===== config.mk =====
export PLATFORM = sky130hd
export DESIGN_NAME = led_shift_monitor
export DESIGN_NICKNAME = d
export VERILOG_FILES = /design/src/rtl/led_shift_monitor.sv
export SDC_FILE = /design/constraint.sdc
export NUM_CORES = 1
export LEC_CHECK = 0
export BUFFER_PORTS_ARGS = -buffer_cell sky130_fd_sc_hd__buf_4
export CAP_MARGIN = 25
export CORE_MARGIN = 3
export CORE_UTILIZATION = 40
export CTS_CLUSTER_DIAMETER = 200
export DETAILED_ROUTE_END_ITERATION = 8
export GPL_TIMING_DRIVEN = 0
export HOLD_SLACK_MARGIN = 0.15
export PLACE_DENSITY = 0.71
export SLEW_MARGIN = 0
export SYNTH_ARGS = -nofsm -noshare
export SYNTH_HDL_FRONTEND = slang
export SYNTH_SLANG_ARGS = --single-unit

===== constraint.sdc =====
create_clock -name Clk -period 2.65 [get_ports Clk]
set_clock_uncertainty 0.05 [all_clocks]
set_input_delay 0.1325 -clock Clk [delete_from_list [all_inputs] [get_ports Clk]]
set_output_delay 0.1325 -clock Clk [all_outputs]
set_load 0.01 [all_outputs]

===== src/rtl/led_shift_monitor.sv =====
// Receive-side checker for the 8-LED center-out / outside-in shift display.
// Detects the running sequence, tracks its step, declares lock and counts deviations.
module led_shift_monitor #(
  parameter int LOCK_N = 2
) (
  input  logic       Clk,
  input  logic       RST,
  input  logic       EN,
  input  logic [7:0] LED_IN,
  input  logic       CLR_ERR,
  output logic       MODE_DET,
  output logic [2:0] STEP,
  output logic       LOCKED,
  output logic       ERR,
  output logic [7:0] ERR_CNT,
  output logic       FRAME_DONE
);

  typedef enum logic [0:0] {HUNT = 1'b0, TRACK = 1'b1} state_t;

  localparam logic [2:0] LOCK_LIM = 3'(LOCK_N);

  state_t      state_q, state_d;
  logic        mode_q, mode_d;
  logic [2:0]  step_q, step_d;
  logic [2:0]  match_q, match_d;
  logic        locked_q, locked_d;
  logic        err_q, err_d;
  logic [7:0]  err_cnt_q, err_cnt_d;
  logic        frame_done_q, frame_done_d;

  logic [2:0]  nxt_step_s;
  logic [7:0]  expected_s;
  logic [2:0]  match_inc_s;
  logic [7:0]  cnt_pre_s;

  // Pattern at position idx of the selected sequence; index 4 is all-off in both.
  function automatic logic [7:0] seq_val(input logic mode, input logic [2:0] idx);
    logic [7:0] val;
    case ({mode, idx})
      4'b1_000: val = 8'h81;
      4'b1_001: val = 8'h42;
      4'b1_010: val = 8'h24;
      4'b1_011: val = 8'h18;
      4'b0_000: val = 8'h18;
      4'b0_001: val = 8'h24;
      4'b0_010: val = 8'h42;
      4'b0_011: val = 8'h81;
      default:  val = 8'h00;
    endcase
    return val;
  endfunction

  // Successor step index, wrapping 4 -> 0.
  function automatic logic [2:0] step_inc(input logic [2:0] s);
    logic [2:0] r;
    if (s >= 3'd4) begin
      r = 3'd0;
    end else begin
      r = s + 3'd1;
    end
    return r;
  endfunction

  assign nxt_step_s  = step_inc(step_q);
  assign expected_s  = seq_val(mode_q, nxt_step_s);
  assign match_inc_s = (match_q >= LOCK_LIM) ? match_q : match_q + 3'd1;

  // Next-state: prediction check in TRACK, with mismatching samples re-hunted in the same cycle.
  always_comb begin
    state_d      = state_q;
    mode_d       = mode_q;
    step_d       = step_q;
    match_d      = match_q;
    locked_d     = locked_q;
    err_d        = 1'b0;
    frame_done_d = 1'b0;
    cnt_pre_s    = err_cnt_q;
    if (EN) begin
      if ((state_q == TRACK) && (LED_IN == expected_s)) begin
        step_d       = nxt_step_s;
        match_d      = match_inc_s;
        locked_d     = locked_q | (match_inc_s == LOCK_LIM);
        frame_done_d = (nxt_step_s == 3'd4) & locked_q;
      end else begin
        case (state_q)
          TRACK: begin
            if (locked_q) begin
              err_d     = 1'b1;
              cnt_pre_s = (err_cnt_q == 8'hFF) ? 8'hFF : err_cnt_q + 8'd1;
            end else begin
              cnt_pre_s = err_cnt_q;
            end
          end
          HUNT:    cnt_pre_s = err_cnt_q;
          default: cnt_pre_s = err_cnt_q;
        endcase
        locked_d = 1'b0;
        if (LED_IN == 8'h81) begin
          state_d = TRACK;
          mode_d  = 1'b1;
          step_d  = 3'd0;
          match_d = 3'd0;
        end else if (LED_IN == 8'h18) begin
          state_d = TRACK;
          mode_d  = 1'b0;
          step_d  = 3'd0;
          match_d = 3'd0;
        end else begin
          state_d = HUNT;
        end
      end
    end else begin
      state_d = state_q;
    end
    if (CLR_ERR) begin
      err_cnt_d = 8'h00;
    end else begin
      err_cnt_d = cnt_pre_s;
    end
  end

  // State and output registers.
  always_ff @(posedge Clk or posedge RST) begin
    if (RST) begin
      state_q      <= HUNT;
      mode_q       <= 1'b0;
      step_q       <= 3'd0;
      match_q      <= 3'd0;
      locked_q     <= 1'b0;
      err_q        <= 1'b0;
      err_cnt_q    <= 8'h00;
      frame_done_q <= 1'b0;
    end else begin
      state_q      <= state_d;
      mode_q       <= mode_d;
      step_q       <= step_d;
      match_q      <= match_d;
      locked_q     <= locked_d;
      err_q        <= err_d;
      err_cnt_q    <= err_cnt_d;
      frame_done_q <= frame_done_d;
    end
  end

  assign MODE_DET   = mode_q;
  assign STEP       = step_q;
  assign LOCKED     = locked_q;
  assign ERR        = err_q;
  assign ERR_CNT    = err_cnt_q;
  assign FRAME_DONE = frame_done_q;

endmodule


Word-level counts from Yosys, hierarchy flattened
Memory sizes are Yosys's and may differ from the RTL's.
Cells that the tools add are included.

storage, ports and cells
  bits in latches = 0
  output and inout port bits = 15
  memory bits (read-only) = 128
  logic and storage cells = 58
  memories kept = 1
  RAM bits = 0
  flip-flop bits (word level) = 19

memories
  name              words  width  rd ports  clocked after Yosys merged registers in  wr ports  RTL line  source
  (name not given)  16     8      1         0                                        0         40        case ({mode, idx})

operators by class
  reductions and logical operators = 8
  div/mod/pow operators = 0
  mux-type cells = 23
  $add $sub $neg = 3
  bitwise operators = 4
  shift-type cells = 0
  $mul = 0
  $lt $le $gt $ge = 2
  equal/unequal tests = 9

operator list
  operator               number
  $mux W8                6
  $mux W3                6
  $eq A8 B8 Y1 const B   2
  $mux W1                11
  $add A8 B1 Y8 const B  1
  $eq A8 B5 Y1 const B   1
  $eq A8 B8 Y1           1
  $add A3 B1 Y3 const B  2
  $ne A2 B2 Y1 const B   2
  $reduce_and A2 Y1      2
  $reduce_and A4 Y1      1
  $reduce_bool A2 Y1     2
  $eq A3 B2 Y1 const B   1
  $eq A3 B3 Y1 const B   1
  $ge A3 B2 Y1 const B   1
  $ge A3 B3 Y1 const B   1
  $ne A3 B2 Y1 const B   1
  $reduce_and A3 Y1      1
  $reduce_bool A3 Y1     1
  $not A1 Y1             2
  $and A1 B1 Y1          1
  $logic_and A1 B1 Y1    1
  $or A1 B1 Y1           1

Longest topological paths before layout
Gate-level depths: netlist of run 1.
An unclocked memory read counts as a cell.

  depth after elaboration = 8
  gate-level depth with buffers = 10

Worst setup path after synthesis of run 1
OpenSTA, ideal clock, no wires.

  path type = register to register
  start = register step_q[0] (netlist: STEP[0])
  end = register mode_q (netlist: MODE_DET)
  data required time = 2.476 ns
  library setup time = 0.124 ns
  cell stages (with the launch flop) = 11
  data arrival time = 2.307 ns
  buffers on the path = 2
  period minus slack after synthesis = 2.481 ns
  setup slack = 0.169 ns
  cell sequence = dfrtp_1 > buf_6 > inv_1 > ha_1 > nor3b_2 > a221oi_2 > mux2i_1 > and4_4 > buf_6 > a21oi_1 > a211o_1

between the ends
  word-level cells in the longest chain between the ends = 7
  elaborated cells between the ends (all ways) = 8
  classes of those cells = add/sub (1); order compare (1); eq/ne (1); mux (1); bitwise (1); reduce/logical (2); memory (1)

RTL lines
  element                                        RTL line  source
  start: declaration                             25        logic [2:0] step_q, step_d;
  start signal: assignment                       137       step_q <= step_d;
  $add A3 B1 Y3 or $ge A3 B3 Y1 (tied branches)  60, 57
  $mux W3 (*)                                    57        if (s >= 3'd4) begin
  $mem_v2 Z16 W8 (*)                             --
  $eq A8 B8 Y1 (*)                               80        if ((state_q == TRACK) && (LED_IN == expected_s)) begin
  $logic_and A1 B1 Y1 (*)                        80
  $not A1 Y1 (no source line) (*)                --
  $reduce_and A3 Y1 (no source line) (*)         --
  end signal: assignment                         136       mode_q <= mode_d;
  end: declaration                               24        logic mode_q, mode_d;

Mark *: on every way between the ends. The rest lies on a longest branch, timed or not.
A chain may end at the register's enable or synchronous reset.

Worst setup path in the final report of run 1
Same ends and word-level chain as after synthesis.

==> flow_metrics.env, run 1 <==
export IMPL_detailedRoute_firstPassIterationCount=4
export IMPL_cts_htree_levels=1
export IMPL_crit_family="compound AO/OA/AOI/OAI gates"
export IMPL_critPathBufInv=3
export IMPL_synthesis_area_um2=1285
export IMPL_reg2reg_path_depth=10
export IMPL_synth_distinct_cells=43
export IMPL_syn_instance_count=143
export IMPL_fin_nets=190
export IMPL_share_of_final_layout_standard_cells_stronger_than_drive_strength_1_pct=26.01
export IMPL_timing_critical_path_fanout_max=10
export IMPL_num_antenna_cells=0
export IMPL_mostFrequentLayoutCell="sky130_fd_sc_hd__buf_4"
export IMPL_initialDrtViolationCount=53
export IMPL_finalCritPeriodShare_pct=93.78
export IMPL_critical_path_reg2reg_endpoint="MODE_DET$_DFFE_PP0P_"
export IMPL_worstMarginPinSlew_ns=0.7062
export IMPL_final_instance_count_excl_fill=215
export IMPL_cpMaxStageDelayCell="sky130_fd_sc_hd__dfrtp_1"
export IMPL_maximum_vdd_ir_drop_mv=0.2456
export IMPL_synth_nets=159
export IMPL_r2r_slack_ns=0.16
export IMPL_numClockSinks=19
export IMPL_global_route_wire_length_before_repair_um=4954
export IMPL_min_from="EN"
export IMPL_postSynthRegisterBits=19
export IMPL_maxCapViolCount=0
export IMPL_synth_yosys_warnings=0
export IMPL_floorplan_die_height_um=62.68
export IMPL_area_overhead_of_the_layout_relative_to_synthesis_pct=22.78
export IMPL_dr_total_vias=1189
export IMPL_floorplan_die_area_um2=3929
export IMPL_vias_in_the_first_global_route=1135
export IMPL_crit_arrival_ns=2.62
export IMPL_cts_root_buffer="sky130_fd_sc_hd__clkbuf_4"
export IMPL_endpoints_failing_hold=0
export IMPL_hold_path_end="match_q[2]$_DFFE_PP0P_"
export IMPL_rows=19
export IMPL_cts_buffers_inserted=3
export IMPL_startpoint_type="flop"
export IMPL_dp_cells=209
export IMPL_hold_path_class="primary input to flop"
export IMPL_setup_worst_path_start="STEP[0]$_DFFE_PP0P_"
export IMPL_grt_overflow_total=0
export IMPL_drv_slew=0
export IMPL_port_buffer_count=24
export IMPL_clock_period_minus_final_worst_setup_slack_ns=2.485
export IMPL_rsz0062_at_grt="false"
export IMPL_largest_net_degree_at_the_start_of_global_routing=20
export IMPL_detail_route_drc_violations=0
export IMPL_vias_per_std_cell=5.530
export IMPL_path_cells="buf_6 -> inv_2 -> ha_4 -> nor3b_2 -> a221oi_2 -> mux2i_1 -> and4_4 -> buf_8 -> a21oi_1 -> a211o_1"
export IMPL_power_leakage_nw=0.7674
export IMPL_yosys_area_top_type="sky130_fd_sc_hd__dfrtp_1"
export IMPL_area_sequential_um2=475.5
export IMPL_multiInputGateArea_um2=733.2
export IMPL_postRouteWirelength_um=2837
export IMPL_tritoncts="yes"
export IMPL_final_antenna_net_count=0
export IMPL_setup_violation_total_in_the_final_timing_report=0
export IMPL_synth_top_area_share_pct=37.00
export IMPL_mostFrequentLayoutCells="sky130_fd_sc_hd__buf_4, sky130_fd_sc_hd__dfrtp_1, sky130_fd_sc_hd__nor2_1"
export IMPL_route_detailed_wl_per_inst_um=13.20
export IMPL_maxClockFrequency_ghz=0.4024
export IMPL_power_density_nw_per_um2=309.1
export IMPL_whs_path_depth=3
export IMPL_cpPeakStageDelay_ns=0.40
export IMPL_post_synth_cell_area_avg_um2=8.986
export IMPL_dp_final_hpwl_um=2177
export IMPL_path_clk_slew_ns=0.10
export IMPL_netlist_top_cells_area="sky130_fd_sc_hd__dfrtp_1, sky130_fd_sc_hd__a211oi_1, sky130_fd_sc_hd__ha_1"
export IMPL_timing_worst_setup_path_type="flop to flop"
export IMPL_clock_latency_ns=0.29
export IMPL_die_x_um=62.68
export IMPL_num_fill_cells=286
export IMPL_synth_seq_area_share_pct=37.00
export IMPL_initial_core_util_pct=44.31
export IMPL_antenna_found_initial=0
export IMPL_status="finished, final reports clean"
export IMPL_rr_startpoint="STEP[0]$_DFFE_PP0P_"
export IMPL_groute_usage_overall_pct=15.24
export IMPL_timing_slew_headroom_pct=52.87
export IMPL_clock_path_buffers=2
export IMPL_worst_setup_path_end_kind="flop"
export IMPL_top_level_ports=27
export IMPL_core_area_um2=2900
export IMPL_critical_path_required_ns=2.79
export IMPL_fin_tns_setup_ns=0
export IMPL_gp_congestion=0.7589
## kinds of logic after synthesis
group | Yosys count | synth area share (%)
flip-flops | 19 | 37.00
AO/OA/AOI/OAI | 32 | 18.11
adder cells (fa/ha/maj) | 4 | 3.895
buffers and inverters | 18 | 6.914
AND/OR/NAND/NOR | 64 | 29.21
multiplexers | 6 | 4.869
## layer usage
| layer | part of all wire (%) | up-vias | routed length, µm | GRT usage (%) |
|---|---|---|---|---|
| met5 | 0 | - | 0 | 0 |
| met1 | 46 | 579 | 1300 | 18.65 |
| met4 | 1.1 | 0 | 32 | 3.857 |
| li1 | - | 585 | - | - |
| met3 | 3.5 | 4 | 99 | 4.496 |
| met2 | 49 | 21 | 1404 | 26.10 |
## worst min-delay path, stage by stage
cell and delay (ns):
sky130_fd_sc_hd__buf_2 0.17, sky130_fd_sc_hd__nand3_4 0.11, sky130_fd_sc_hd__a21oi_1 0.07
## synth_stat cells (all sizes together)
cell and number:
dfrtp 19, nor2 13, inv 10, nand2 10
a211oi 7, and3 7, a31oi 6, buf 6
nor2b 6, nand3 5, o21ai 5, a21oi 4
ha 4, mux2i 4, nor3 4, nor4 4
and2 3, nor3b 3, a221oi 2, a41oi 2
clkbuf 2, mux2 2, nand2b 2, nand4 2
a211o 1, a311oi 1, a31o 1, and3b 1
and4 1, o2111ai 1, o211ai 1, o31ai 1
or2 1, or3 1, or4 1
## worst max path at each step
stage / to / cells past startpoint
finish: MODE_DET$_DFFE_PP0P_ / 10
global route: MODE_DET$_DFFE_PP0P_ / 10
CTS: match_q[0]$_DFFE_PP0P_ / 10
detailed placement: MODE_DET$_DFFE_PP0P_ / 10
global placement: MODE_DET$_DFFE_PP0P_ / 10
floorplan: MODE_DET$_DFFE_PP0P_ / 10
## sequential cells by signal, indices dropped and copies added, names as in the netlist
register,count
ERR,1
FRAME_DONE,1
match_q,3
MODE_DET,1
LOCKED,1
STEP,3
ERR_CNT,8
state_q,1
## cell type report
cell class	count	area share [%]
multi-input combinational	106	46.47
sequential	19	30.13
timing repair buffer	26	12.53
buffer	8	3.489
tap	42	3.331
inverter	10	2.379
clock buffer	4	1.665
## power breakdown
group          switching, W  internal, W  leakage (nW)
clock network     0.0000833    0.0000586        0.0150
logic             0.0000293    0.0000247         0.487
registers       0.000000687     0.000291         0.265
## what timing repair did
item,CTS,global route
hold endpoints to repair,19,0
hold buffers,1,0
setup endpoints to repair,2,15
buffers inserted,1,0
resized for setup,0,4
pin swaps,0,2
## metrics by stage
stage	power (W)	setup WS [ns]	area (µm²)	util [%]	hold slack [ns]
after floorplan	0.0003299	0.1687	1285	-	0.03363
after global placement	0.0003480	0.07743	1518	52.33	0.2422
after detailed placement	0.0003506	0.01221	1518	52.33	0.2426
after CTS	0.0004931	0.03363	1562	53.84	0.1744
after global routing	0.0005180	0.05138	1578	54.40	0.1771
final	0.0004877	0.1648	1578	54.40	0.1784
Power figures use the tool's default switching activity.
==> inputs of run 2 (changes only) <==
CAP_MARGIN = not set   (was 25)
SETUP_SLACK_MARGIN = 0.4   (was not set)
==> run 2 against run 1 <==
  * Total power is 3.1% higher
  * Critical path type unchanged
  * Cell count is 3.3% higher
  * First-iteration DRC count is 91% higher
  * Worst hold slack better by 0.042 ns
==> flow_metrics.env, run 2 (synthesis gave the netlist of run 1 again) <==
export IMPL_status="finished, final reports clean"
export IMPL_maximum_vdd_ir_drop_mv=0.3118
export IMPL_dp_final_hpwl_um=2255
export IMPL_numClockSinks=19
export IMPL_largest_net_degree_at_the_start_of_global_routing=20
export IMPL_detailedRoute_firstPassIterationCount=4
export IMPL_timing_critical_path_fanout_max=8
export IMPL_worst_setup_path_end_kind="flop"
export IMPL_floorplan_die_height_um=62.68
export IMPL_vias_per_std_cell=5.707
export IMPL_cts_htree_levels=1
export IMPL_antenna_found_initial=0
export IMPL_route_detailed_wl_per_inst_um=15.30
export IMPL_startpoint_type="flop"
export IMPL_timing_worst_setup_path_type="flop to flop"
export IMPL_critPathBufInv=3
export IMPL_core_area_um2=2900
export IMPL_postRouteWirelength_um=3396
export IMPL_mostFrequentLayoutCell="sky130_fd_sc_hd__buf_4"
export IMPL_endpoints_failing_hold=0
export IMPL_gp_congestion=0.7687
export IMPL_grt_met1_usage_pct=21.66
export IMPL_cts_buffers_inserted=3
export IMPL_grt_use_met2_pct=31.29
export IMPL_power_density_nw_per_um2=275.8
export IMPL_dr_total_vias=1267
export IMPL_final_antenna_net_count=0
export IMPL_clock_period_minus_final_worst_setup_slack_ns=2.458
export IMPL_die_x_um=62.68
export IMPL_groute_usage_overall_pct=17.81
export IMPL_critical_path_required_ns=2.80
export IMPL_fin_tns_setup_ns=0
export IMPL_path_clk_slew_ns=0.12
export IMPL_num_antenna_cells=0
export IMPL_path_cells="buf_6 -> inv_4 -> ha_4 -> nor3b_4 -> a221oi_2 -> mux2i_1 -> and4_4 -> buf_8 -> nand3_4 -> a31o_1"
export IMPL_cts_root_buffer="sky130_fd_sc_hd__clkbuf_4"
export IMPL_share_of_final_layout_standard_cells_stronger_than_drive_strength_1_pct=39.44
export IMPL_timing_slew_headroom_pct=51.58
export IMPL_initial_core_util_pct=44.31
export IMPL_floorplan_die_area_um2=3929
export IMPL_global_route_wire_length_before_repair_um=5671
export IMPL_comb_power_share_pct=12.0
export IMPL_initialDrtViolationCount=101
export IMPL_rows=19
export IMPL_power_internal_w=0.0003763
export IMPL_worstMarginPinSlew_ns=0.7256
export IMPL_clock_path_buffers=2
export IMPL_top_level_ports=27
export IMPL_cpMaxStageDelayCell="sky130_fd_sc_hd__dfrtp_1"
export IMPL_fin_nets=197
export IMPL_crit_arrival_ns=2.61
export IMPL_maxClockFrequency_ghz=0.4069
export IMPL_grt_overflow_total=0
export IMPL_fin_util_pct=62.86
export IMPL_finalCritPeriodShare_pct=92.74
export IMPL_holdWs_ns=0.2200
export IMPL_maxCapViolCount=0
export IMPL_rsz0062_at_grt="true"
export IMPL_global_route_usage_met3_pct=3.957
export IMPL_detail_route_drc_violations=0
export IMPL_largest_register_ffs=8
export IMPL_busiest_layer="met2"
export IMPL_power_leakage_nw=0.8396
export IMPL_final_instance_count_excl_fill=222
export IMPL_port_buffer_count=24
export IMPL_hold_path_class="primary input to flop"
export IMPL_setup_violation_total_in_the_final_timing_report=0
export IMPL_share_seq_of_total_power_pct=58.1
export IMPL_drv_slew=0
export IMPL_p_sw_share_pct=25.16
export IMPL_crit_family="simple AND/OR/NAND/NOR gates"
export IMPL_dp_cells=209
export IMPL_power_clock_fraction_pct=30.0
export IMPL_total_net_switching_power_w=0.0001265
export IMPL_cpPeakStageDelay_ns=0.41
export IMPL_clock_latency_ns=0.31
export IMPL_mostFrequentLayoutCells="sky130_fd_sc_hd__buf_4, sky130_fd_sc_hd__dfrtp_1, sky130_fd_sc_hd__nor2_1"
export IMPL_vias_in_the_first_global_route=1245
export IMPL_tritoncts="yes"
export IMPL_area_overhead_of_the_layout_relative_to_synthesis_pct=41.87
## run 2: cell types whose count changed in the layout (fill, tap and decap cells not counted), moves of 3 or more
cell	before	now
sky130_fd_sc_hd__nor4_1	3	0
sky130_fd_sc_hd__o21ai_2	0	3
sky130_fd_sc_hd__buf_6	1	4
sky130_fd_sc_hd__a211oi_1	7	3
sky130_fd_sc_hd__nor4_2	1	4
sky130_fd_sc_hd__a31oi_4	0	4
sky130_fd_sc_hd__a31oi_1	6	2
sky130_fd_sc_hd__a211oi_2	0	4
## run 2: power by group through the flow
stage / sequential (W) / clock, W / combinational [W]
finish: 0.000292 / 0.000151 / 0.0000601
global route: 0.000292 / 0.000168 / 0.0000661
CTS: 0.000292 / 0.000156 / 0.0000597
detailed placement: 0.000298 / 0 / 0.0000552
global placement: 0.000298 / 0 / 0.0000529
floorplan: 0.000298 / 0 / 0.0000343
## run 2: area by class of cell
type | instances | area, µm²
sequential | 19 | 475.5
multi-input combinational | 106 | 875.8
clock buffer | 3 | 22.52
buffer | 8 | 58.81
clock inverter | 1 | 5.005
inverter | 10 | 40.04
fill | 262 | 1077
timing repair buffer | 33 | 292.8
tap | 42 | 52.55
## run 2: layer usage
layer  routed length [µm]  part of all wire [%]  vias up
met2                 1809                    53       43
met1                 1373                    40      614
li1                     -                     -      604
met4                   51                   1.5        0
met3                  163                   4.8        6
met5                    0                     0        -
## run 2: worst reg2reg max path: stages (launching register included)
cell                       delay, ns
sky130_fd_sc_hd__dfrtp_1        0.41
sky130_fd_sc_hd__buf_6          0.13
sky130_fd_sc_hd__inv_4          0.05
sky130_fd_sc_hd__ha_4           0.21
sky130_fd_sc_hd__nor3b_4        0.16
sky130_fd_sc_hd__a221oi_2       0.30
sky130_fd_sc_hd__mux2i_1        0.28
sky130_fd_sc_hd__and4_4         0.29
sky130_fd_sc_hd__buf_8          0.13
sky130_fd_sc_hd__nand3_4        0.12
sky130_fd_sc_hd__a31o_1         0.21
## run 2: final timing paths
kind / cells after the start / slack (ns) / end / start
min reg2reg: 1 / 0.54 / ERR_CNT[5]$_DFFE_PP0P_ / ERR_CNT[5]$_DFFE_PP0P_
max in group asynchronous: 3 / 1.63 / ERR_CNT[5]$_DFFE_PP0P_ / RST
min: 2 / 0.22 / ERR_CNT[4]$_DFFE_PP0P_ / CLR_ERR
min in group asynchronous: 3 / 0.45 / ERR$_DFF_PP0_ / RST
max reg2reg: 10 / 0.19 / match_q[0]$_DFFE_PP0P_ / STEP[0]$_DFFE_PP0P_
max: 10 / 0.19 / match_q[0]$_DFFE_PP0P_ / STEP[0]$_DFFE_PP0P_
## run 2: timing repair
action | CTS | global route
endpoints found under the hold margin | 20 | 0
gates resized for setup | 19 | 10
hold buffers | 2 | 0
pin swaps | 9 | 3
cloned | 2 | 0
setup endpoints to repair | 17 | 17
buffers inserted | 5 | 0
## run 2: stage by stage
stage	total power, W	area, µm²	setup WS (ns)
5_1_grt	0.0005260	1823	0.1127
6_report	0.0005028	1823	0.1924
4_1_cts	0.0005076	1775	0.2301
2_1_floorplan	0.0003323	1318	0.3464
3_5_place_dp	0.0003529	1550	0.1805
3_3_place_gp	0.0003505	1550	0.2547
